File: src/rtl/rob_flush_seq_if.sv
// Flush-sequencer bus: ROB nuke request, unit quiesce handshake, ROB walk
// read port, RAT restore port and fetch control.
interface rob_flush_seq_if #(
  parameter int RB_IDX_W  = 4,
  parameter int PRF_W     = 6,
  parameter int NUM_UNITS = 4
);
  logic                 nuke_valid_rb1;
  logic                 nuke_type_rb1;
  logic [RB_IDX_W:0]    head_id;
  logic [RB_IDX_W:0]    tail_id;
  logic                 quiesce_req;
  logic [NUM_UNITS-1:0] quiesce_ack;
  logic                 walk_rd_valid;
  logic [RB_IDX_W:0]    walk_rd_robid;
  logic                 walk_rd_dst_is_reg;
  logic [4:0]           walk_rd_gpr;
  logic [PRF_W-1:0]     walk_rd_pdst_old;
  logic                 restore_valid;
  logic [4:0]           restore_gpr;
  logic [PRF_W-1:0]     restore_prfid;
  logic                 rename_stall;
  logic                 resume_fetch;
  logic                 resume_type;
  logic                 flush_err;

  modport master (
    input  nuke_valid_rb1, nuke_type_rb1, head_id, tail_id, quiesce_ack,
           walk_rd_dst_is_reg, walk_rd_gpr, walk_rd_pdst_old,
    output quiesce_req, walk_rd_valid, walk_rd_robid, restore_valid,
           restore_gpr, restore_prfid, rename_stall, resume_fetch,
           resume_type, flush_err
  );

  modport slave (
    output nuke_valid_rb1, nuke_type_rb1, head_id, tail_id, quiesce_ack,
           walk_rd_dst_is_reg, walk_rd_gpr, walk_rd_pdst_old,
    input  quiesce_req, walk_rd_valid, walk_rd_robid, restore_valid,
           restore_gpr, restore_prfid, rename_stall, resume_fetch,
           resume_type, flush_err
  );
endinterface

File: src/rtl/rob_flush_seq.sv
// ROB nuke recovery sequencer: quiesce units, walk ROB youngest to oldest,
// emit RAT restores, then release fetch.
module rob_flush_seq #(
  parameter int RB_IDX_W        = 4,
  parameter int PRF_W           = 6,
  parameter int NUM_UNITS       = 4,
  parameter int QUIESCE_TIMEOUT = 31
) (
  input  logic            clk,
  input  logic            reset,
  rob_flush_seq_if.master bus
);
  localparam int ID_W  = RB_IDX_W + 1;
  localparam int TMR_W = $clog2(QUIESCE_TIMEOUT + 2);

  typedef enum logic [1:0] {IDLE, QUIESCE, WALK, RESUME} state_t;

  state_t           state;
  logic [ID_W-1:0]  wp;
  logic [TMR_W-1:0] tmr;
  logic             nuke_type_q;
  logic             rd_v_q;
  logic [ID_W-1:0]  wp_dec;
  logic [ID_W-1:0]  wp_dec2;

  assign wp_dec  = wp - ID_W'(1);
  assign wp_dec2 = wp - ID_W'(2);

  // Sequencer FSM with registered outputs.
  // Outputs are computed for the state being entered, so the walk read for
  // the next cycle is decided one cycle early from wp and head_id; head_id is
  // stable while rename_stall is high, so this matches a live compare.
  always_ff @(posedge clk) begin
    if (reset) begin
      state             <= IDLE;
      wp                <= '0;
      tmr               <= '0;
      nuke_type_q       <= 1'b0;
      bus.quiesce_req   <= 1'b0;
      bus.walk_rd_valid <= 1'b0;
      bus.walk_rd_robid <= '0;
      bus.rename_stall  <= 1'b0;
      bus.resume_fetch  <= 1'b0;
      bus.resume_type   <= 1'b0;
      bus.flush_err     <= 1'b0;
    end else begin
      unique case (state)
        IDLE: begin
          if (bus.nuke_valid_rb1) begin
            state            <= QUIESCE;
            wp               <= bus.tail_id;
            nuke_type_q      <= bus.nuke_type_rb1;
            tmr              <= TMR_W'(QUIESCE_TIMEOUT);
            bus.quiesce_req  <= 1'b1;
            bus.rename_stall <= 1'b1;
          end
        end
        QUIESCE: begin
          if ((&bus.quiesce_ack) || (tmr == '0)) begin
            if (!(&bus.quiesce_ack))
              bus.flush_err <= 1'b1;
            state             <= WALK;
            bus.quiesce_req   <= 1'b0;
            bus.walk_rd_valid <= (wp != bus.head_id);
            bus.walk_rd_robid <= wp_dec;
          end else begin
            tmr <= tmr - TMR_W'(1);
          end
        end
        WALK: begin
          if (wp == bus.head_id) begin
            state             <= RESUME;
            bus.walk_rd_valid <= 1'b0;
            bus.resume_fetch  <= 1'b1;
            bus.resume_type   <= nuke_type_q;
          end else begin
            wp                <= wp_dec;
            bus.walk_rd_valid <= (wp_dec != bus.head_id);
            bus.walk_rd_robid <= wp_dec2;
          end
        end
        RESUME: begin
          state            <= IDLE;
          bus.resume_fetch <= 1'b0;
          bus.resume_type  <= 1'b0;
          bus.rename_stall <= 1'b0;
        end
        default: state <= IDLE;
      endcase
    end
  end

  // Restore stage: marks the cycle in which walk read data is returned.
  always_ff @(posedge clk) begin
    if (reset) rd_v_q <= 1'b0;
    else       rd_v_q <= bus.walk_rd_valid;
  end

  assign bus.restore_valid = rd_v_q & bus.walk_rd_dst_is_reg;
  assign bus.restore_gpr   = rd_v_q ? bus.walk_rd_gpr : '0;
  assign bus.restore_prfid = rd_v_q ? bus.walk_rd_pdst_old : '0;
endmodule
File: src/flat_wrapper.sv
// flat-port wrapper written by rule: the top's interface ports become plain ports
module rob_flush_seq_flat 
#(
  parameter int RB_IDX_W        = 4,
  parameter int PRF_W           = 6,
  parameter int NUM_UNITS       = 4,
  parameter int QUIESCE_TIMEOUT = 31
)
  (clk, reset, bus_nuke_valid_rb1, bus_nuke_type_rb1, bus_head_id, bus_tail_id, bus_quiesce_ack, bus_walk_rd_dst_is_reg, bus_walk_rd_gpr, bus_walk_rd_pdst_old, bus_quiesce_req, bus_walk_rd_valid, bus_walk_rd_robid, bus_restore_valid, bus_restore_gpr, bus_restore_prfid, bus_rename_stall, bus_resume_fetch, bus_resume_type, bus_flush_err);
  rob_flush_seq_if #(.RB_IDX_W(RB_IDX_W), .PRF_W(PRF_W), .NUM_UNITS(NUM_UNITS)) bus_i ();
  input  logic clk;
  input  logic reset;
  input wire logic [$bits(bus_i.nuke_valid_rb1)-1:0] bus_nuke_valid_rb1;
  input wire logic [$bits(bus_i.nuke_type_rb1)-1:0] bus_nuke_type_rb1;
  input wire logic [$bits(bus_i.head_id)-1:0] bus_head_id;
  input wire logic [$bits(bus_i.tail_id)-1:0] bus_tail_id;
  input wire logic [$bits(bus_i.quiesce_ack)-1:0] bus_quiesce_ack;
  input wire logic [$bits(bus_i.walk_rd_dst_is_reg)-1:0] bus_walk_rd_dst_is_reg;
  input wire logic [$bits(bus_i.walk_rd_gpr)-1:0] bus_walk_rd_gpr;
  input wire logic [$bits(bus_i.walk_rd_pdst_old)-1:0] bus_walk_rd_pdst_old;
  output wire logic [$bits(bus_i.quiesce_req)-1:0] bus_quiesce_req;
  output wire logic [$bits(bus_i.walk_rd_valid)-1:0] bus_walk_rd_valid;
  output wire logic [$bits(bus_i.walk_rd_robid)-1:0] bus_walk_rd_robid;
  output wire logic [$bits(bus_i.restore_valid)-1:0] bus_restore_valid;
  output wire logic [$bits(bus_i.restore_gpr)-1:0] bus_restore_gpr;
  output wire logic [$bits(bus_i.restore_prfid)-1:0] bus_restore_prfid;
  output wire logic [$bits(bus_i.rename_stall)-1:0] bus_rename_stall;
  output wire logic [$bits(bus_i.resume_fetch)-1:0] bus_resume_fetch;
  output wire logic [$bits(bus_i.resume_type)-1:0] bus_resume_type;
  output wire logic [$bits(bus_i.flush_err)-1:0] bus_flush_err;
  assign bus_i.nuke_valid_rb1 = bus_nuke_valid_rb1;
  assign bus_i.nuke_type_rb1 = bus_nuke_type_rb1;
  assign bus_i.head_id = bus_head_id;
  assign bus_i.tail_id = bus_tail_id;
  assign bus_i.quiesce_ack = bus_quiesce_ack;
  assign bus_i.walk_rd_dst_is_reg = bus_walk_rd_dst_is_reg;
  assign bus_i.walk_rd_gpr = bus_walk_rd_gpr;
  assign bus_i.walk_rd_pdst_old = bus_walk_rd_pdst_old;
  assign bus_quiesce_req = bus_i.quiesce_req;
  assign bus_walk_rd_valid = bus_i.walk_rd_valid;
  assign bus_walk_rd_robid = bus_i.walk_rd_robid;
  assign bus_restore_valid = bus_i.restore_valid;
  assign bus_restore_gpr = bus_i.restore_gpr;
  assign bus_restore_prfid = bus_i.restore_prfid;
  assign bus_rename_stall = bus_i.rename_stall;
  assign bus_resume_fetch = bus_i.resume_fetch;
  assign bus_resume_type = bus_i.resume_type;
  assign bus_flush_err = bus_i.flush_err;
  rob_flush_seq #(.RB_IDX_W(RB_IDX_W), .PRF_W(PRF_W), .NUM_UNITS(NUM_UNITS), .QUIESCE_TIMEOUT(QUIESCE_TIMEOUT)) u_core (.clk(clk), .reset(reset), .bus(bus_i));
endmodule
File: config.mk
export PLATFORM = sky130hd
export DESIGN_NAME = rob_flush_seq_flat
export DESIGN_NICKNAME = d
export VERILOG_FILES = /design/src/rtl/rob_flush_seq_if.sv /design/src/rtl/rob_flush_seq.sv /design/src/flat_wrapper.sv
export SDC_FILE = /design/constraint.sdc
export NUM_CORES = 1
export LEC_CHECK = 0
export CAP_MARGIN = 10
export CORE_MARGIN = 4
export CORE_UTILIZATION = 48
export CTS_BUF_LIST = sky130_fd_sc_hd__clkbuf_8 sky130_fd_sc_hd__clkbuf_16
export CTS_CLUSTER_DIAMETER = 100
export DETAILED_ROUTE_END_ITERATION = 8
export GPL_ROUTABILITY_DRIVEN = 0
export HOLD_SLACK_MARGIN = 0.05
export PLACE_DENSITY = 0.91
export SYNTH_ARGS = -nofsm -noshare
export SYNTH_HDL_FRONTEND = slang
export SYNTH_SLANG_ARGS = --single-unit
export TNS_END_PERCENT = 100
File: constraint.sdc
create_clock -name clk -period 4.6 [get_ports clk]
set_input_delay 0.92 -clock clk [delete_from_list [all_inputs] [get_ports clk]]
set_output_delay 0.92 -clock clk [all_outputs]
set_load 0.02 [all_outputs]
Word level (Yosys, flattened, before mapping)

Cells that the tools add are included.

Multiplexer cells: 26
Reduce and logical (&&, ||, !) cells: 19
Bitwise operators: 2
Add/subtract/negate cells: 3
Equal/unequal tests: 11

Operator list:

| operator                                                                | number |
|---|---|
| 5-bit two-way mux                                                       | 5 |
| 5-bit case mux with 2 select lines                                      | 2 |
| 6-bit two-way mux                                                       | 3 |
| 3-bit AND reduction                                                     | 6 |
| 6-bit case mux with 2 select lines                                      | 1 |
| 5-bit inequality test                                                   | 2 |
| 1-bit case mux with 2 select lines                                      | 5 |
| 2-bit nonzero test                                                      | 5 |
| 2-bit case mux with 4 select lines                                      | 1 |
| 2-bit AND reduction                                                     | 4 |
| 6-bit zero test                                                         | 1 |
| 1-bit two-way mux                                                       | 6 |
| 2-bit two-way mux                                                       | 3 |
| 2-bit inequality test, second input constant                            | 3 |
| 6-bit by 1-bit subtractor with 6-bit output, second input constant      | 1 |
| 5-bit equality test                                                     | 1 |
| 5-bit by 1-bit subtractor with 5-bit output, second input constant      | 1 |
| 5-bit by 2-bit subtractor with 5-bit output, second input constant      | 1 |
| 2-bit equality test, second input constant                              | 2 |
| 2-bit by 1-bit inequality test with 1-bit output, second input constant | 2 |
| 4-bit AND reduction                                                     | 1 |
| 2-bit by 1-bit equality test with 1-bit output, second input constant   | 1 |
| 2-bit zero test                                                         | 1 |
| 1-bit AND                                                               | 1 |
| other kinds (2)                                                         | 2 |

Input bits: 30
Output and inout bits: 23
Register bits after elaboration: 26
Logic and storage cells: 73

Depth between registers and ports, before layout

Word-level depth: 4
Depth in mapped cells: 8
Depth with buffers taken out: 7

Worst setup path after synthesis

Ideal clock, no wire load.

Path kind: input to register
Start point: in bus_head_id[3]
End point: reg u_core.wp[1]
Arrival: 2.327 ns
Path slack: 2.170 ns
Library setup time: 0.103 ns
Stages: 5
Buffers on the path: 0
Required time: 4.497 ns
Cell sequence: xor2_1 -> or4_4 -> o31ai_4 -> nor2_2 -> a2111oi_2

Word-level cells in the longest chain between the ends: 3

RTL lines:

| what                            | line                | text |
|---|---|---|
| start, declared                 | flat_wrapper.sv:15  | `input wire logic [$bits(bus_i.head_id)-1:0] bus_head_id;` |
| 5-bit equality test             | rob_flush_seq.sv:71 | `if (wp == bus.head_id) begin` |
| 2-bit inequality test (no line) | -                   |  |
| 3-bit AND reduction (no line)   | -                   |  |
| end signal, assigned            | rob_flush_seq.sv:51 | `wp <= bus.tail_id;` |
| end signal, assigned            | rob_flush_seq.sv:77 | `wp <= wp_dec;` |
| end, declared                   | rob_flush_seq.sv:19 | `logic [ID_W-1:0] wp;` |

Every way passes these cells.
A chain may end at the register's enable or synchronous reset.

Final worst setup path

Start point: in bus_walk_rd_gpr[1]
End point: out bus_restore_gpr[1]

Word-level cells in the longest chain between the ends: 1

RTL lines:

| what              | line                 | text |
|---|---|---|
| start, declared   | flat_wrapper.sv:19   | `input wire logic [$bits(bus_i.walk_rd_gpr)-1:0] bus_walk_rd_gpr;` |
| 5-bit two-way mux | rob_flush_seq.sv:100 | `assign bus.restore_gpr = rd_v_q ? bus.walk_rd_gpr : '0;` |
| end, declared     | flat_wrapper.sv:25   | `output wire logic [$bits(bus_i.restore_gpr)-1:0] bus_restore_gpr;` |

Every way passes these cells.

==> parameters.txt <==
Parameter                              Value

Route
  Post-route ant nets    0
  Starting DRC count in detailed routing    74
  Total Wirelength    ~4000 um
  Drt wl/cell    ~14 um
  Post-detailed-route DRC marker count    0
  Via count normalized by instance count    between 5 and 6
  First drt pass iteration count    4
  Via count    approximately 1,600

CTS
  TritonCTS clock tree    yes
  Clk buf depth    2
  Cts bufs inserted    3
  Insertion delay of the later-clocked pin in the worst-skew pair    between 200 and 300 ps
  Quantity of gates resized following cts    0
  # clock sinks    26
  Clock tree root driver cell    sky130_fd_sc_hd__clkbuf_8
  H-Tree Level Count    1
  Post-CTS setup buffer count    0
  Number of buffers inserted by hold repair at cts    0
  Clock-pin transition on the worst setup and hold timing paths    roughly 80 ps

Floorplanning
  Total die area    4400 um^2
  Number of I/O pins    53
  Effective utilization at floorplan    approximately 52%
  Die width    around 66 um
  Core region area    between 3000 and 4000 um^2
  Vertical extent of the die    between 60 and 70 um
  FP Rows    20

Power and ir drop
  P_int    around 0.00069 W
  VDD IR max    0.408 mV
  Switching Share    45.6%
  Register share of total power    approximately 30%
  Clock share of power    around 10%
  Gate power share    60.0%
  Static power due to leakage    0.833 nW
  Net switching power    0.000575 W
  Power density over cell area    574 nW/um^2

Worst setup path
  Worst Setup Start Kind    input pin
  Cell Chain, Critical Path    clkdlybuf4s50_1 -> and2_1 -> clkdlybuf4s50_1
  Slowest cell on the critical path    sky130_fd_sc_hd__clkdlybuf4s50_1
  Arrival time reported for the critical path endpoint    between 2000 and 2500 ps
  Worst-case reg-to-reg path depth    7
  Maximum net fanout on the critical path    1
  Most prevalent standard cell on the critical path    sky130_fd_sc_hd__clkdlybuf4s50_1
  Required time of the critical path    3680 ps
  Largest stage delay on the critical path    roughly 600 ps
  Path type of the worst setup path    input pin to primary output
  Endpoint type of the worst setup path    primary output

Synthesis
  Library cell occupying the most area in the post-synthesis netlist    sky130_fd_sc_hd__dfxtp_1
  Mean post-synth cell area    approximately 8 um^2
  Number of standard cells after synthesis    207
  Number of warnings reported in the yosys synthesis log    0
  Most area-consuming cells after synthesis    sky130_fd_sc_hd__dfxtp_1 (32%), sky130_fd_sc_hd__ha_1 (6.9%), sky130_fd_sc_hd__xor2_1 (5.4%), sky130_fd_sc_hd__a21oi_1 (4.6%), sky130_fd_sc_hd__and2_1 (4.6%)
  Share of synthesized area occupied by flip-flops and latches    a little under a third
  Synthesized area    ~1600 um^2
  Synth unique cells    42
  Yosys reg bits    26
  Most used flip-flop cell after synthesis    sky130_fd_sc_hd__dfxtp_1
  Net count after synthesis    around 250
  Share of the synthesized area in the top cell type    between 30% and 40%
  Synth async-reset ratio    0%
  Number of enable-type register cells in the synthesized netlist    0

Global route
  Global Route Usage Sum    slightly below 20%
  Global-route wire length before repair    ~6700 um
  Grt ovf    0
  Pin count of the biggest net entering global routing    23
  Antenna violations before repair    0
  Via count of the first global-routing pass    roughly 1,600

STA
  Fin Clk Skew    ~2.2 ps
  Highest Clock Rate    about 330 MHz
  Final slew viol count    0
  Count of endpoints failing hold in the final timing report    0
  Minimum clock period after layout    3040 ps
  Sum of negative setup slack    0 ps
  Final critical-path share of the clock period    roughly 66%
  Count of endpoints failing setup in the final report    0
  Headroom to the max-slew limit    40.4%
  Pin slew with the least headroom to its limit    891 ps
  Final worst-path setup slack    approximately 1600 ps
  Unrepaired setup endpoints after global routing    no

Layout
  Layout cells sized above 1    roughly 3.6%
  Number of nets in the layout    between 200 and 300
  Area growth from synthesis to layout    34.8%
  Final design instance area without fill    ~2200 um^2
  Commonest non-fill, non-tap cells in the layout    sky130_fd_sc_hd__clkdlybuf4s50_1 (52), sky130_fd_sc_hd__dfxtp_1 (26), sky130_fd_sc_hd__nand2_1 (19)
  Commonest non-fill, non-tap cell in the layout    sky130_fd_sc_hd__clkdlybuf4s50_1
  Number of inserted diodes    0

Outcome
  Run status    completed

Placed design
  Worst setup slack before clock tree synthesis    between 1500 and 2000 ps
  Area after detailed placement    between 2000 and 2500 um^2
  Dpl hpwl    about 3100 um
  Port buffer count    52

Hold path
  Hold path cells    2
  Kind of path behind the tightest hold check    flip-flop to flip-flop

Job
  Max Cap Viol    0
flip-flops by register name, indices dropped and copies added, names as in the netlist, 2 cells and up:
name,count
u_core.tmr,6
u_core.bus.walk_rd_robid,5
u_core.wp,5
u_core.state,2
path summary, 6_finish.rpt:
path	slack, ps	endpoint	startpoint
max	1560	bus_restore_gpr[1]	bus_walk_rd_gpr[1]
min	470	u_core.nuke_type_q$_SDFFE_PP0P_	u_core.nuke_type_q$_SDFFE_PP0P_
max reg2reg	1930	u_core.wp[2]$_SDFFE_PP0P_	u_core.state[0]$_SDFFE_PP0P_
min reg2reg	470	u_core.nuke_type_q$_SDFFE_PP0P_	u_core.nuke_type_q$_SDFFE_PP0P_
synth_stat cells (2+ instances only):
library cell / count
sky130_fd_sc_hd__nand4_1: 4
sky130_fd_sc_hd__o32ai_1: 5
sky130_fd_sc_hd__nand3_1: 7
sky130_fd_sc_hd__nor3_1: 3
sky130_fd_sc_hd__xnor2_1: 2
sky130_fd_sc_hd__xor2_1: 10
sky130_fd_sc_hd__clkbuf_1: 10
sky130_fd_sc_hd__o211ai_1: 2
sky130_fd_sc_hd__dfxtp_1: 26
sky130_fd_sc_hd__a31oi_1: 6
sky130_fd_sc_hd__nor2b_1: 3
sky130_fd_sc_hd__nor2_1: 16
sky130_fd_sc_hd__or3_1: 6
sky130_fd_sc_hd__mux2i_1: 2
sky130_fd_sc_hd__o41ai_1: 3
sky130_fd_sc_hd__a21oi_1: 15
sky130_fd_sc_hd__inv_1: 10
sky130_fd_sc_hd__o21ai_0: 15
sky130_fd_sc_hd__and2_1: 12
sky130_fd_sc_hd__nand2_1: 19
sky130_fd_sc_hd__ha_1: 9
sky130_fd_sc_hd__o21a_1: 2
power groups by stage:
| stage | combinational, W | clock, W | sequential [W] |
|---|---|---|---|
| 2_1_floorplan | 0.000541 | 0 | 0.000394 |
| 4_1_cts | 0.000757 | 0.000131 | 0.000378 |
| 5_1_grt | 0.000858 | 0.000139 | 0.000393 |
| 3_5_place_dp | 0.000756 | 0 | 0.000383 |
| 3_3_place_gp | 0.000735 | 0 | 0.000380 |
| 6_report | 0.000758 | 0.000126 | 0.000379 |
per-layer routing:
metal	global-route usage [%]	wire length (um)	vias up
li1	-	-	827
met1	23.2	1820	749
met2	34.4	1820	55
met3	3.91	342	5
met4	5.33	44	0
met5	0	0	-
through the flow:
| stage | power [W] | instances | hold WS, ps | util (%) |
|---|---|---|---|---|
| final | 0.00126 | 295 | 465 | 69.8 |
| after detailed placement | 0.00114 | 292 | 453 | 68.5 |
| after floorplan | 0.000935 | 207 | 437 | - |
| after global placement | 0.00112 | 292 | 448 | 68.5 |
| after global routing | 0.00139 | 295 | 486 | 69.8 |
| after CTS | 0.00127 | 295 | 467 | 69.8 |
kinds of logic (layout without fill, tap and decap cells):
logic type | count (synthesis) | in the layout | share of synthesized area (%)
AO/OA/AOI/OAI | 57 | 57 | 23.2
XOR/XNOR | 12 | 12 | 6.44
adder cells (fa/ha/maj) | 9 | 9 | 6.90
buffers and inverters | 22 | 66 | 5.52
flip-flops | 26 | 26 | 31.9
multiplexers | 2 | 2 | 1.23
AND/OR/NAND/NOR | 79 | 79 | 24.8
critical path, delay by kind of cell:
kind	cells	cell delay, ps
buffers and inverters	2	1070
AND/OR/NAND/NOR	1	130
final cells by class:
class | instances | area, um^2
inverter | 11 | 41.3
sequential | 26 | 520
fill | 245 | 953
clock buffer | 3 | 41.3
tap | 44 | 55.1
timing repair buffer | 52 | 520
multi-input combinational | 159 | 1020
(Power assumes the default switching activity.)
